===== config.mk =====
export PLATFORM = sky130hd
export DESIGN_NAME = uart_rx_deframer
export DESIGN_NICKNAME = d
export VERILOG_FILES = /design/src/rtl/uart_rx_deframer.sv
export SDC_FILE = /design/constraint.sdc
export NUM_CORES = 1
export LEC_CHECK = 0
export CAP_MARGIN = 15
export CELL_PAD_IN_SITES_DETAIL_PLACEMENT = 1
export CELL_PAD_IN_SITES_GLOBAL_PLACEMENT = 1
export CORE_MARGIN = 1
export CORE_UTILIZATION = 50
export DETAILED_ROUTE_END_ITERATION = 7
export DONT_BUFFER_PORTS = 1
export PLACE_DENSITY_LB_ADDON = 0.1
export SYNTH_ARGS = -nofsm -noshare
export SYNTH_HDL_FRONTEND = slang
export SYNTH_SLANG_ARGS = --single-unit

===== constraint.sdc =====
create_clock -name clk -period 3.6 [get_ports clk]
set_input_delay 0.18 -clock clk [delete_from_list [all_inputs] [get_ports clk]]
set_output_delay 0.18 -clock clk [all_outputs]
set_load 0.02 [all_outputs]

===== src/rtl/uart_rx_deframer.sv =====
`default_nettype none
// ============================================================================
// Module   : uart_rx_deframer
// Purpose  : Oversampled 8N1 receive deframer with framing-error and
//            line-break detection; feeds the Rx FIFO via a one-cycle strobe.
// Revision : 1.0 - initial release
// ============================================================================
module uart_rx_deframer #(
    parameter int OVERSAMPLE  = 16,
    parameter int DATA_BITS   = 8,
    parameter int SYNC_STAGES = 2
) (
    input  logic                 clk,
    input  logic                 reset,
    input  logic                 sample_en,
    input  logic                 rx,
    output logic [DATA_BITS-1:0] data,
    output logic                 done,
    output logic                 err,
    output logic                 busy,
    output logic                 break_det
);

    localparam int CNT_W = $clog2(OVERSAMPLE);
    localparam int IDX_W = $clog2(DATA_BITS + 1);

    localparam logic [CNT_W-1:0] c_HALF_LAST = CNT_W'(OVERSAMPLE / 2 - 1);
    localparam logic [CNT_W-1:0] c_FULL_LAST = CNT_W'(OVERSAMPLE - 1);
    localparam logic [CNT_W-1:0] c_CNT_ONE   = CNT_W'(1);
    localparam logic [IDX_W-1:0] c_IDX_LAST  = IDX_W'(DATA_BITS - 1);
    localparam logic [IDX_W-1:0] c_IDX_ONE   = IDX_W'(1);

    localparam logic [2:0] S_IDLE  = 3'd0;
    localparam logic [2:0] S_START = 3'd1;
    localparam logic [2:0] S_DATA  = 3'd2;
    localparam logic [2:0] S_STOP  = 3'd3;
    localparam logic [2:0] S_BREAK = 3'd4;

    logic [SYNC_STAGES-1:0] r_sync;
    logic [2:0]             r_state;
    logic [CNT_W-1:0]       r_cnt;
    logic [IDX_W-1:0]       r_bitIdx;
    logic [DATA_BITS-1:0]   r_shift;
    logic [DATA_BITS-1:0]   r_data;
    logic                   r_done;
    logic                   r_err;
    logic                   r_break;

    logic                   w_rxS;
    logic [2:0]             w_nextState;
    logic [CNT_W-1:0]       w_nextCnt;
    logic [IDX_W-1:0]       w_nextIdx;
    logic [DATA_BITS-1:0]   w_nextShift;
    logic                   w_stopSample;

    assign w_rxS = r_sync[SYNC_STAGES-1];

    // State register: the synchronizer runs every clock, everything else
    // only moves on sample_en; done is a pure strobe and self-clears.
    always_ff @(posedge clk) begin
        if (reset) begin
            r_sync   <= '1;
            r_state  <= S_IDLE;
            r_cnt    <= '0;
            r_bitIdx <= '0;
            r_shift  <= '0;
            r_data   <= '0;
            r_done   <= 1'b0;
            r_err    <= 1'b0;
            r_break  <= 1'b0;
        end else begin
            r_sync   <= {r_sync[SYNC_STAGES-2:0], rx};
            r_state  <= w_nextState;
            r_cnt    <= w_nextCnt;
            r_bitIdx <= w_nextIdx;
            r_shift  <= w_nextShift;
            r_done   <= w_stopSample;
            r_err    <= w_stopSample & ~w_rxS;
            if (w_stopSample) begin
                r_data <= r_shift;
            end
            if (w_stopSample && (w_nextState == S_BREAK)) begin
                r_break <= 1'b1;
            end else if ((r_state == S_BREAK) && (w_nextState == S_IDLE)) begin
                r_break <= 1'b0;
            end
        end
    end

    // Next-state logic
    always_comb begin
        w_nextState  = r_state;
        w_nextCnt    = r_cnt;
        w_nextIdx    = r_bitIdx;
        w_nextShift  = r_shift;
        w_stopSample = 1'b0;
        if (sample_en) begin
            case (r_state)
                S_IDLE: begin
                    if (!w_rxS) begin
                        w_nextState = S_START;
                        w_nextCnt   = '0;
                        w_nextIdx   = '0;
                    end
                end
                S_START: begin
                    if (r_cnt == c_HALF_LAST) begin
                        w_nextState = w_rxS ? S_IDLE : S_DATA;
                        w_nextCnt   = '0;
                        w_nextIdx   = '0;
                    end else begin
                        w_nextCnt = r_cnt + c_CNT_ONE;
                    end
                end
                S_DATA: begin
                    if (r_cnt == c_FULL_LAST) begin
                        w_nextCnt   = '0;
                        w_nextShift = {w_rxS, r_shift[DATA_BITS-1:1]};
                        if (r_bitIdx == c_IDX_LAST) begin
                            w_nextState = S_STOP;
                            w_nextIdx   = '0;
                        end else begin
                            w_nextIdx = r_bitIdx + c_IDX_ONE;
                        end
                    end else begin
                        w_nextCnt = r_cnt + c_CNT_ONE;
                    end
                end
                S_STOP: begin
                    if (r_cnt == c_FULL_LAST) begin
                        // Leaving at mid-stop lets a back-to-back start bit be caught
                        w_stopSample = 1'b1;
                        w_nextCnt    = '0;
                        w_nextIdx    = '0;
                        w_nextState  = (!w_rxS && (r_shift == '0)) ? S_BREAK : S_IDLE;
                    end else begin
                        w_nextCnt = r_cnt + c_CNT_ONE;
                    end
                end
                S_BREAK: begin
                    if (w_rxS) begin
                        w_nextState = S_IDLE;
                        w_nextCnt   = '0;
                        w_nextIdx   = '0;
                    end
                end
                default: begin
                    w_nextState = S_IDLE;
                    w_nextCnt   = '0;
                    w_nextIdx   = '0;
                end
            endcase
        end
    end

    // Output logic
    always_comb begin
        busy      = (r_state != S_IDLE);
        data      = r_data;
        done      = r_done;
        err       = r_err;
        break_det = r_break;
    end

endmodule
`default_nettype wire


# Word-level counts from Yosys, hierarchy flattened
# Cells that the tools add are included.
# totals
ram_bits,0
in_bits,4
latch_bits,0
wordCells,64
mem_count,0
romBits,0
out_inout_bits,12
regBits,32
# op_classes
mux,25
shifts,0
eq_ne,13
order_cmp,0
addsub,2
bitwise,2
reduce_logical,13
n_div,0
n_mul,0
# op_table
op,count
2-to-1 mux 4 bit,8
2-to-1 mux 3 bit,8
case mux 4 bit (5 select lines),1
case mux 4 bit (4 select lines),1
case mux 3 bit (5 select lines),1
"inequality test 2 bit, second input constant",5
"adder 4 x 1 -> 4 bit, second input constant",2
"== test 4 x 3 -> 1 bit, second input constant",2
zero test 8 bit,1
"== test 3 x 2 -> 1 bit, second input constant",2
"== test 3 bit, second input constant",2
zero test 3 bit,2
AND reduction 3 bit,2
AND reduction 6 bit,1
2-to-1 mux 1 bit,5
"== test 4 bit, second input constant",1
"== test 3 x 1 -> 1 bit, second input constant",1
logical AND 1 bit,3
nonzero test 3 bit,1
2-to-1 mux 2 bit,1
nonzero test 2 bit,1
OR reduction 2 bit,1
AND 1 bit,1
zero test 1 bit,1
inverter 1 bit,1

# Depth between registers and ports, before layout
# Gate-level depths: netlist of the first run.
# depth
word_depth,10
depth_mapped,6
depth_no_buf,5

# Worst setup path after synthesis of the first run
# OpenSTA, ideal clock, no wires.
# synth_timing
path_type,reg2reg
start,register r_cnt[0]
end,register r_cnt[3]
t_arrival_ns,1.636
required_time_ns,3.526
n_path_buf,1
period_less_slack_ns,1.710
setup_time_ns,0.074
setup_slack_ns,1.890
stages_incl_launch_ff,6
cell_sequence,dfxtp_1 > ha_1 > clkbuf_1 > a311o_1 > or4_1 > a31oi_1
# synth_via
elab_chain_len,3
elab_cells_between_ends,6
cone_classes,add/sub: 1; eq/ne: 2; mux: 3
# synth_rtl
item,line,rtl
start: declaration,41,logic [CNT_W-1:0] r_cnt;
start signal: assignment,74,r_cnt <= w_nextCnt;
adder 4 x 1 -> 4 bit (tied with other cells),"112, 126, 137",
"2-to-1 mux 4 bit, on equally long branches","116, 130, 107",
case mux 4 bit (4 select lines) *,98,case (r_state)
# Every way passes the cells marked *; elsewhere a longest branch is shown, timed or not.
# A chain may end at the register's enable or synchronous reset.

# Final worst setup path of the first run
# layout_timing
start,register r_state[1]
end,register r_bitIdx[0]
# layout_via
elab_chain_len,3
elab_cells_between_ends,12
cone_classes,eq/ne: 9; mux: 1; reduce/logical: 2
# layout_rtl
item,line,rtl
start: declaration,40,logic [2:0] r_state;
start signal: assignment,73,r_state <= w_nextState;
== test 3 x 2 -> 1 bit (tied with other cells),98,
inequality test 2 bit (no source line),--,
AND reduction 6 bit (no source line),--,
end signal: assignment,75,r_bitIdx <= w_nextIdx;
end: declaration,42,logic [IDX_W-1:0] r_bitIdx;
# Parallel ways exist; a longest one is shown, timed or not.

==> results of run 1 <==
[power breakdown]
part	internal, W	total [W]	switching (W)
clock network	0.000184	0.000305	0.000121
registers	0.000355	0.000358	0.00000236
logic	0.00000834	0.0000226	0.0000142
total	0.000548	0.000685	0.000138
[per-layer routing]
metal,global-route usage [%],up-vias
met5,0,-
met4,11.79,0
met3,6.792,9
met2,38.55,25
met1,27.76,567
li1,-,566
[worst max-delay path by stage]
stage,startpoint,end,slack (ns),depth (start not counted)
finish,r_state[1],r_bitIdx[0],1.67,4
global route,r_state[2],r_shift[7],1.56,4
CTS,r_state[2],r_shift[7],1.69,4
detailed placement,r_state[2],r_shift[7],1.73,4
global placement,r_state[1],r_bitIdx[0],1.83,4
floorplan,r_cnt[0],r_cnt[3],1.89,5
[per-stage QoR]
stage	instances	hold slack, ns	total power (W)	area, um2	setup WS [ns]
finish	188	0.009466	0.0006854	1534	1.675
global placement	177	0.2520	0.0003808	1409	1.832
detailed placement	177	0.2542	0.0003817	1409	1.728
CTS	188	0.001046	0.0006916	1534	1.690
floorplan	159	0.2838	0.0003832	1434	1.890
global route	188	0.01126	0.0007068	1534	1.560
[flip-flops by register name, summed over array words and instances, names as in the netlist]
register	flops
r_sync	2
data	8
r_cnt	4
r_state	3
done	1
r_bitIdx	4
break_det	1
r_shift	8
err	1
[cell usage after synthesis (3+ instances only)]
library cell and instances:
a21oi_1 8, buf_2 3, clkbuf_1 8, dfxtp_1 32, mux2i_1 16, nand2_1 15, nand2b_1 3, nand3_1 7
nand4_1 3, nor2_1 14, nor3_1 4, nor4_1 3, o21ai_0 5, or2_2 3
[critical path, stage by stage (launching register included)]
cell	delay (ns)
dfxtp_1	0.41
or2_2	0.38
o21ai_1	0.54
nor3_1	0.23
a32o_1	0.25
[kinds of logic after synthesis]
| kind of cell | after synthesis | share of synthesized area [%] |
|---|---|---|
| AO/OA/AOI/OAI | 28 | 13.00 |
| XOR/XNOR | 2 | 1.222 |
| adder cells (fa/ha/maj) | 2 | 1.745 |
| buffers and inverters | 14 | 4.712 |
| flip-flops | 32 | 44.68 |
| multiplexers | 16 | 11.17 |
| AND/OR/NAND/NOR | 65 | 23.47 |
[cell type report]
type | instances | area [um2] | area share (%)
Timing Repair Buffer | 3 | 30.03 | 1.958
Multi-Input combinational cell | 113 | 725.7 | 47.31
Tap cell | 31 | 38.79 | 2.529
Clock inverter | 1 | 30.03 | 1.958
Clock buffer | 7 | 65.06 | 4.241
Inverter | 1 | 3.754 | 0.2447
Sequential cell | 32 | 640.6 | 41.76
[repair_timing]
action / CTS / global route
hold buffers: 3 / 0
endpoints found under the hold margin: 21 / 0
endpoints found under the setup margin: 0 / 0
==> impl_metrics.toml, run 1 <==
[outcome]
status = "finished clean"

[cells_and_area]
mostFrequentLayoutCells = "dfxtp_1, mux2i_1, nand2_1"
area_delta_synth_final_pct = 6.981
layout_commonest_cell = "dfxtp_1"
fillers = 327
final_util_pct = 56.11
fin_nets = 162
diodes = 0
layout-drive-gt1-share_pct = 8.280

[sta]
clock_skew_ns = 0.008801
min_period_over_period_pct = 53.48
finalWorstPathRequiredPeriod_ns = 1.925
setup_viol = 0
tns_ns = 0
fmax_mhz = 519.4
slew_viol_final = 0
tightest_slew_ns = 0.8200
rsz0062_at_grt = "no"
max-slew-margin-rel_pct = 45.15
hold_viol_final = 0

[route]
vias = 1167
drc = 0
wl_um = 3300
drt-met1-wl_um = 1485
routed-wl-met2_um = 1586
dr.pass1.iters = 6
wl_per_cell_um = 17.55
met3WireLength_um = 135
via_per_inst = 6.207
highest_layer = "met4"
postRouteAntennaNets = 0
drt-initial-drc-count = 35

[setup_path]
start_kind = "flop"
worstPathRequired_ns = 3.83
reg2reg_from = "r_state[1]"
cp_data_arrival_time_ns = 2.15
reg2regPathDepth = 4
critPathKind = "reg2reg"
endpoint_kind = "flop"
r2r_slack_ns = 1.67
timing.rr.end = "r_bitIdx[0]"
worstPathMaxFanout = 11

[clock_tree]
cts_resized = 0
cts_setup_buffers = 0
cts_max_path_buffers = 2
htree_levels = 2
cts_root_buffer = "clkbuf_4"
cts_tree = "built"
path_clk_slew_ns = 0.10
cts_sinks = 32
insertion_delay_ns = 0.33
cts_made_buffers = 5

[global_routing]
grt_pass1_vias = 1194
gr-usage-all-layers_pct = 23.44
grt_pass1_wl_um = 5533
antenna_found_initial = 0
grt-ovfl-total = 0
grt_max_degree = 22

[die]
start_util_pct = 52.45
die_h_um = 55.55
dieArea_um2 = 3086
io_pins = 16
fp-row-count = 19
core_um2 = 2734
dieWidth_um = 55.55

[pwr]
power_density_nw_per_um2 = 446.8
p_leak_nw = 0.5623
ir_drop_mv = 0.3418

[synth]
async_flop_share_pct = 0
synth_warnings = 0
yosysTopAreaCellShare_pct = 44.68
syn-num-nets = 165
yosys_most_used_dff = "dfxtp_1"
synth.avg_cell_area_um2 = 9.018
synth_top_area_cell = "dfxtp_1"
synth_edf_count = 0
synth_cell_types = 42
synth_seq_area_share_pct = 44.68
ys_seq_elements = 32
syn_inst = 159
synthesis.area_um2 = 1434
yosys-top-cells-area = "dfxtp_1, mux2i_1, nand2_1, nor2_1, a21oi_1"

[job]
maxCapViolCount = 0

[worst_hold_path]
worst_hold_path_type = "in2reg"
min_from = "sample_en"
min_delay_path_depth = 2
worst_hold_path.endpoint = "r_state[0]"

[place]
hpwl_um = 2244
port_buffers = 0
place.gp.congestion = 0.7500
No activity file was read; power rests on OpenSTA's default activity.
==> run 2: changes to the inputs <==
--- a/config.mk
+++ b/config.mk
@@ -9,7 +9,7 @@
 export CELL_PAD_IN_SITES_DETAIL_PLACEMENT = 1
 export CELL_PAD_IN_SITES_GLOBAL_PLACEMENT = 1
 export CORE_MARGIN = 1
-export CORE_UTILIZATION = 50
+export CORE_UTILIZATION = 42
 export DETAILED_ROUTE_END_ITERATION = 7
 export DONT_BUFFER_PORTS = 1
 export PLACE_DENSITY_LB_ADDON = 0.1
==> constraint.sdc (replaced) <==
create_clock -name clk -period 1.68 [get_ports clk]
set_input_delay 0.084 -clock clk [delete_from_list [all_inputs] [get_ports clk]]
set_output_delay 0.084 -clock clk [all_outputs]
set_load 0.02 [all_outputs]
==> run 2 against run 1 <==
Compared with the run above:
- worst hold slack improved by 0.0037 ns
- highest routed layer unchanged
- sequential share of layout area is 4.8 points lower
- combinational power grew to 3.0 times the previous value
- final cell count grew 18%
- non-clock buffer count grew 20
- maximum frequency grew 17%
- design area rose by 14%
- clock-buffer cell count fell by 2
- worst setup slack worse by 1.6 ns
- critical path depth up 2
==> impl_metrics.toml, run 2 (synthesized netlist as in run 1, its figures left out) <==
[outcome]
status = "finished clean"

[setup_path]
reg2regPathDepth = 6
worstPathMaxFanout = 9
start_kind = "flop"
critPathKind = "reg2reg"
endpoint_kind = "flop"
worstPathRequired_ns = 1.88
cp_data_arrival_time_ns = 1.85

[global_routing]
gr-usage-all-layers_pct = 22.97
grt_pass1_wl_um = 6009
grt_max_degree = 25
antenna_found_initial = 0
grt-ovfl-total = 0
grt_pass1_vias = 1292

[route]
wl_um = 3981
wl_per_cell_um = 18.01
postRouteAntennaNets = 0
vias = 1283
dr.pass1.iters = 4
drc = 0
via_per_inst = 5.805
drt-initial-drc-count = 59

[die]
io_pins = 16
fp-row-count = 20
die_h_um = 60.43
dieWidth_um = 60.43
core_um2 = 3153
start_util_pct = 45.48
dieArea_um2 = 3652

[pwr]
power_density_nw_per_um2 = 816.9
p_leak_nw = 0.6711
ir_drop_mv = 0.4482
p_total_w = 0.001428

[place]
port_buffers = 0
place.gp.congestion = 0.8395
hpwl_um = 2458
dp_cells = 208
place_area_um2 = 1573

[cells_and_area]
diodes = 0
layout-drive-gt1-share_pct = 23.73
mostFrequentLayoutCells = "dfxtp_1, buf_4, mux2i_1"
fin_area_um2 = 1748
fillers = 370
fin_nets = 182
final_util_pct = 55.44
layout_commonest_cell = "dfxtp_1"
area_delta_synth_final_pct = 21.90
fin_cells = 221

[sta]
fmax_mhz = 606.9
finalWorstPathRequiredPeriod_ns = 1.648
clock_skew_ns = 0.004382
hold_viol_final = 0
slew_viol_final = 0
max-slew-margin-rel_pct = 39.00
setup_viol = 0
tightest_slew_ns = 0.9120
min_period_over_period_pct = 98.08
tns_ns = 0

[clock_tree]
cts_max_path_buffers = 2
cts_made_buffers = 5
insertion_delay_ns = 0.34
cts_root_buffer = "clkbuf_4"
path_clk_slew_ns = 0.11
htree_levels = 2
cts_sinks = 32
cts_tree = "built"

[job]
maxCapViolCount = 0

[worst_hold_path]
min_delay_path_depth = 2
worst_hold_path_type = "in2reg"
run 2: changes by cell type in the layout (fill, tap and decap cells not counted), sizes merged:
cell      before  now
buf            0   19
clkinvlp       0    1
clkinv         0    1
clkbuf         7    6
run 2: worst max-delay path, stage by stage (launching register included):
cell and delay [ns]:
dfxtp_1 0.36, buf_4 0.18, and4b_1 0.29, and4_4 0.26
clkbuf_4 0.18, mux2i_1 0.20, nor2_1 0.05
run 2: timing repair:
action | in CTS | in global routing
pin swaps | 0 | 2
cloned | 0 | 1
hold buffers | 3 | 0
gates resized for setup | 1 | 15
buffers inserted | 0 | 1
endpoints found under the hold margin | 24 | 0
endpoints found under the setup margin | 5 | 11
run 2: routing by layer:
metal | global-route usage (%) | wire [um]
met5 | 0 | 0
met4 | 9.091 | 83
met3 | 5.970 | 189
met2 | 38.30 | 1930
met1 | 28.35 | 1778
run 2: final cells by class:
class	count	area (um2)	share of cell area (%)
multi-input cells	113	765.7	43.81
flip-flops and latches	32	646.9	37.01
repair buffers	23	196.4	11.24
well taps	44	55.05	3.150
clock inverters	3	42.54	2.434
clock buffers	5	37.54	2.147
inverters	1	3.754	0.2147
run 2: path summary, 6_finish.rpt:
path,start,to,slack (ns)
max,r_state[2],data[4],0.03
min,reset,r_bitIdx[0],0.01
max reg2reg,r_state[2],data[4],0.03
min reg2reg,r_sync[0],r_sync[1],0.44
run 2: metrics by stage:
stage,hold slack [ns],setup WS (ns)
final,0.01312,0.03230
after floorplan,0.1878,0.01739
after global placement,0.1568,0.05566
after CTS,0.005616,-0.01509
after global routing,0.01165,-0.01936
after detailed placement,0.1598,-0.02180
run 2: report_power, final:
| group | internal [W] | leakage, nW | switching [W] |
|---|---|---|---|
| Combinational | 0.0000283 | 0.370 | 0.0000395 |
| Sequential | 0.000760 | 0.260 | 0.00000379 |
| Clock | 0.000310 | 0.0412 | 0.000286 |
| Total | 0.00110 | 0.671 | 0.000329 |
==> run 3: changes to the inputs <==
--- a/config.mk
+++ b/config.mk
@@ -6,7 +6,7 @@
 export NUM_CORES = 1
 export LEC_CHECK = 0
 export CAP_MARGIN = 15
-export CELL_PAD_IN_SITES_DETAIL_PLACEMENT = 1
+export CELL_PAD_IN_SITES_DETAIL_PLACEMENT = 0
 export CELL_PAD_IN_SITES_GLOBAL_PLACEMENT = 1
 export CORE_MARGIN = 1
 export CORE_UTILIZATION = 42
==> run 3 against run 2 <==
Compared with the run above:
- power fell by 1.6%
- routed wire length fell by 21%
- final cell count fell by 0.90%
- worst hold slack improved by 0.016 ns
- worst setup slack improved by 0.022 ns
- global-route usage fell by 3.4 points
- combinational power fell by 5.9%
- maximum frequency rose by 1.3%
- register-to-register slack improved by 0.02 ns
- non-clock buffer count fell by 2
- sequential share of layout area rose by 0.67 points
- design area fell by 1.8%
==> impl_metrics.toml, run 3 (synthesized netlist as in run 1, its figures left out) <==
[outcome]
status = "finished clean"

[route]
drc = 0
wl_per_cell_um = 14.30
via_per_inst = 5.370
vias = 1176
dr.pass1.iters = 4
drt-initial-drc-count = 72
wl_um = 3132
postRouteAntennaNets = 0

[global_routing]
grt_pass1_vias = 1086
grt_pass1_wl_um = 5230
gr-usage-all-layers_pct = 19.61
antenna_found_initial = 0
grt-ovfl-total = 0
grt_max_degree = 25

[sta]
clock_skew_ns = 0.01280
fmax_mhz = 615.0
min_period_over_period_pct = 96.79
rsz0062_at_grt = "no"
setup_viol = 0
hold_viol_final = 0
tns_ns = 0
tightest_slew_ns = 0.8802
finalWorstPathRequiredPeriod_ns = 1.626
max-slew-margin-rel_pct = 41.13
slew_viol_final = 0

[cells_and_area]
fillers = 302
layout-drive-gt1-share_pct = 21.71
fin_cells = 219
fin_nets = 180
final_util_pct = 54.44
fin_area_um2 = 1717
layout_commonest_cell = "dfxtp_1"
area_delta_synth_final_pct = 19.72
mostFrequentLayoutCells = "dfxtp_1, mux2i_1, buf_4"
diodes = 0

[pwr]
p_leak_nw = 0.6594
p_comb_share_pct = 4.5
p_seq_share_pct = 54.3
sw_frac_of_total_pct = 21.72
power_density_nw_per_um2 = 818.5
ir_drop_mv = 0.6780
internal_power_w = 0.001100
clock_power_share_pct = 41.1
switchingPower_w = 0.0003052

[job]
maxCapViolCount = 0

[clock_tree]
cts_sinks = 32
insertion_delay_ns = 0.32
cts_max_path_buffers = 2
path_clk_slew_ns = 0.11
cts_tree = "built"
htree_levels = 2
cts_made_buffers = 5
cts_root_buffer = "clkbuf_4"
cts_setup_buffers = 0

[setup_path]
endpoint_kind = "flop"
slowest_delay_ns = 0.47
cp_top_family = "compound AO/OA/AOI/OAI gates"
timing.rr.end = "r_cnt[3]"
worstPathRequired_ns = 1.93
reg2reg_from = "r_state[1]"
crit_chain = "xnor2_1 -> a311o_1 -> or4_1 -> a31oi_1"
start_kind = "flop"
critPathKind = "reg2reg"
slowest_stage = "or4_1"
cp_data_arrival_time_ns = 1.88
r2r_slack_ns = 0.05
cp_num_buf_inv = 0
worstPathMaxFanout = 9
reg2regPathDepth = 4

[die]
dieArea_um2 = 3652
start_util_pct = 45.48
die_h_um = 60.43
core_um2 = 3153
fp-row-count = 20
dieWidth_um = 60.43
io_pins = 16

[place]
port_buffers = 0
place.gp.congestion = 0.8395
dp_cells = 208
place_area_um2 = 1573
hpwl_um = 2129

[worst_hold_path]
worst_hold_path_type = "in2reg"
min_from = "reset"
worst_hold_path.endpoint = "r_bitIdx[0]"
min_delay_path_depth = 2
==> run 3: area by class of cell <==
| type | instances | area, um2 | area share, % |
|---|---|---|---|
| Multi-Input combinational cell | 113 | 753.2 | 43.88 |
| Sequential cell | 32 | 646.9 | 37.68 |
| Timing Repair Buffer | 21 | 181.4 | 10.57 |
| Tap cell | 44 | 55.05 | 3.207 |
| Clock buffer | 6 | 41.29 | 2.405 |
| Clock inverter | 2 | 35.03 | 2.041 |
| Inverter | 1 | 3.754 | 0.2187 |
==> run 3: what timing repair did <==
| action | 4_1_cts | 5_1_grt |
|---|---|---|
| gates resized for setup | 2 | 11 |
| hold endpoints to repair | 24 | 0 |
| hold buffers | 3 | 0 |
| endpoints found under the setup margin | 3 | 9 |
| pin swaps | 0 | 0 |
==> run 3: power by group through the flow <==
stage	clock network, W	logic, W	registers [W]
6_report	0.000578	0.0000638	0.000763
5_1_grt	0.000629	0.0000707	0.000764
4_1_cts	0.000597	0.0000629	0.000764
3_5_place_dp	0	0.0000472	0.000782
3_3_place_gp	0	0.0000470	0.000782
2_1_floorplan	0	0.0000403	0.000781
==> run 3: how the worst max path moves through the flow <==
stage / startpoint / slack, ns / cells after the start / endpoint
floorplan: r_cnt[0] / 0.02 / 5 / r_cnt[3]
global placement: r_state[1] / 0.06 / 4 / r_cnt[3]
detailed placement: r_state[1] / -0.02 / 3 / r_shift[7]
CTS: r_state[0] / 0.05 / 5 / r_cnt[3]
global route: r_state[1] / 0.001 / 4 / r_cnt[3]
finish: r_state[1] / 0.05 / 4 / r_cnt[3]
==> run 3: metrics by stage <==
stage | power, W | worst slack [ns] | hold WS (ns)
floorplan | 0.0008211 | 0.01739 | 0.1878
global placement | 0.0008287 | 0.05566 | 0.1568
detailed placement | 0.0008289 | -0.02437 | 0.1576
CTS | 0.001424 | 0.05143 | 0.01341
global route | 0.001464 | 0.001140 | 0.02727
finish | 0.001405 | 0.05395 | 0.02877
==> run 3: routing by layer <==
metal	GRT usage (%)	routed length, um	vias to the layer above
met5	0	0	-
met4	6.169	35	0
met3	6.183	171	5
met2	27.32	1333	30
li1	-	-	600
met1	28.68	1592	541
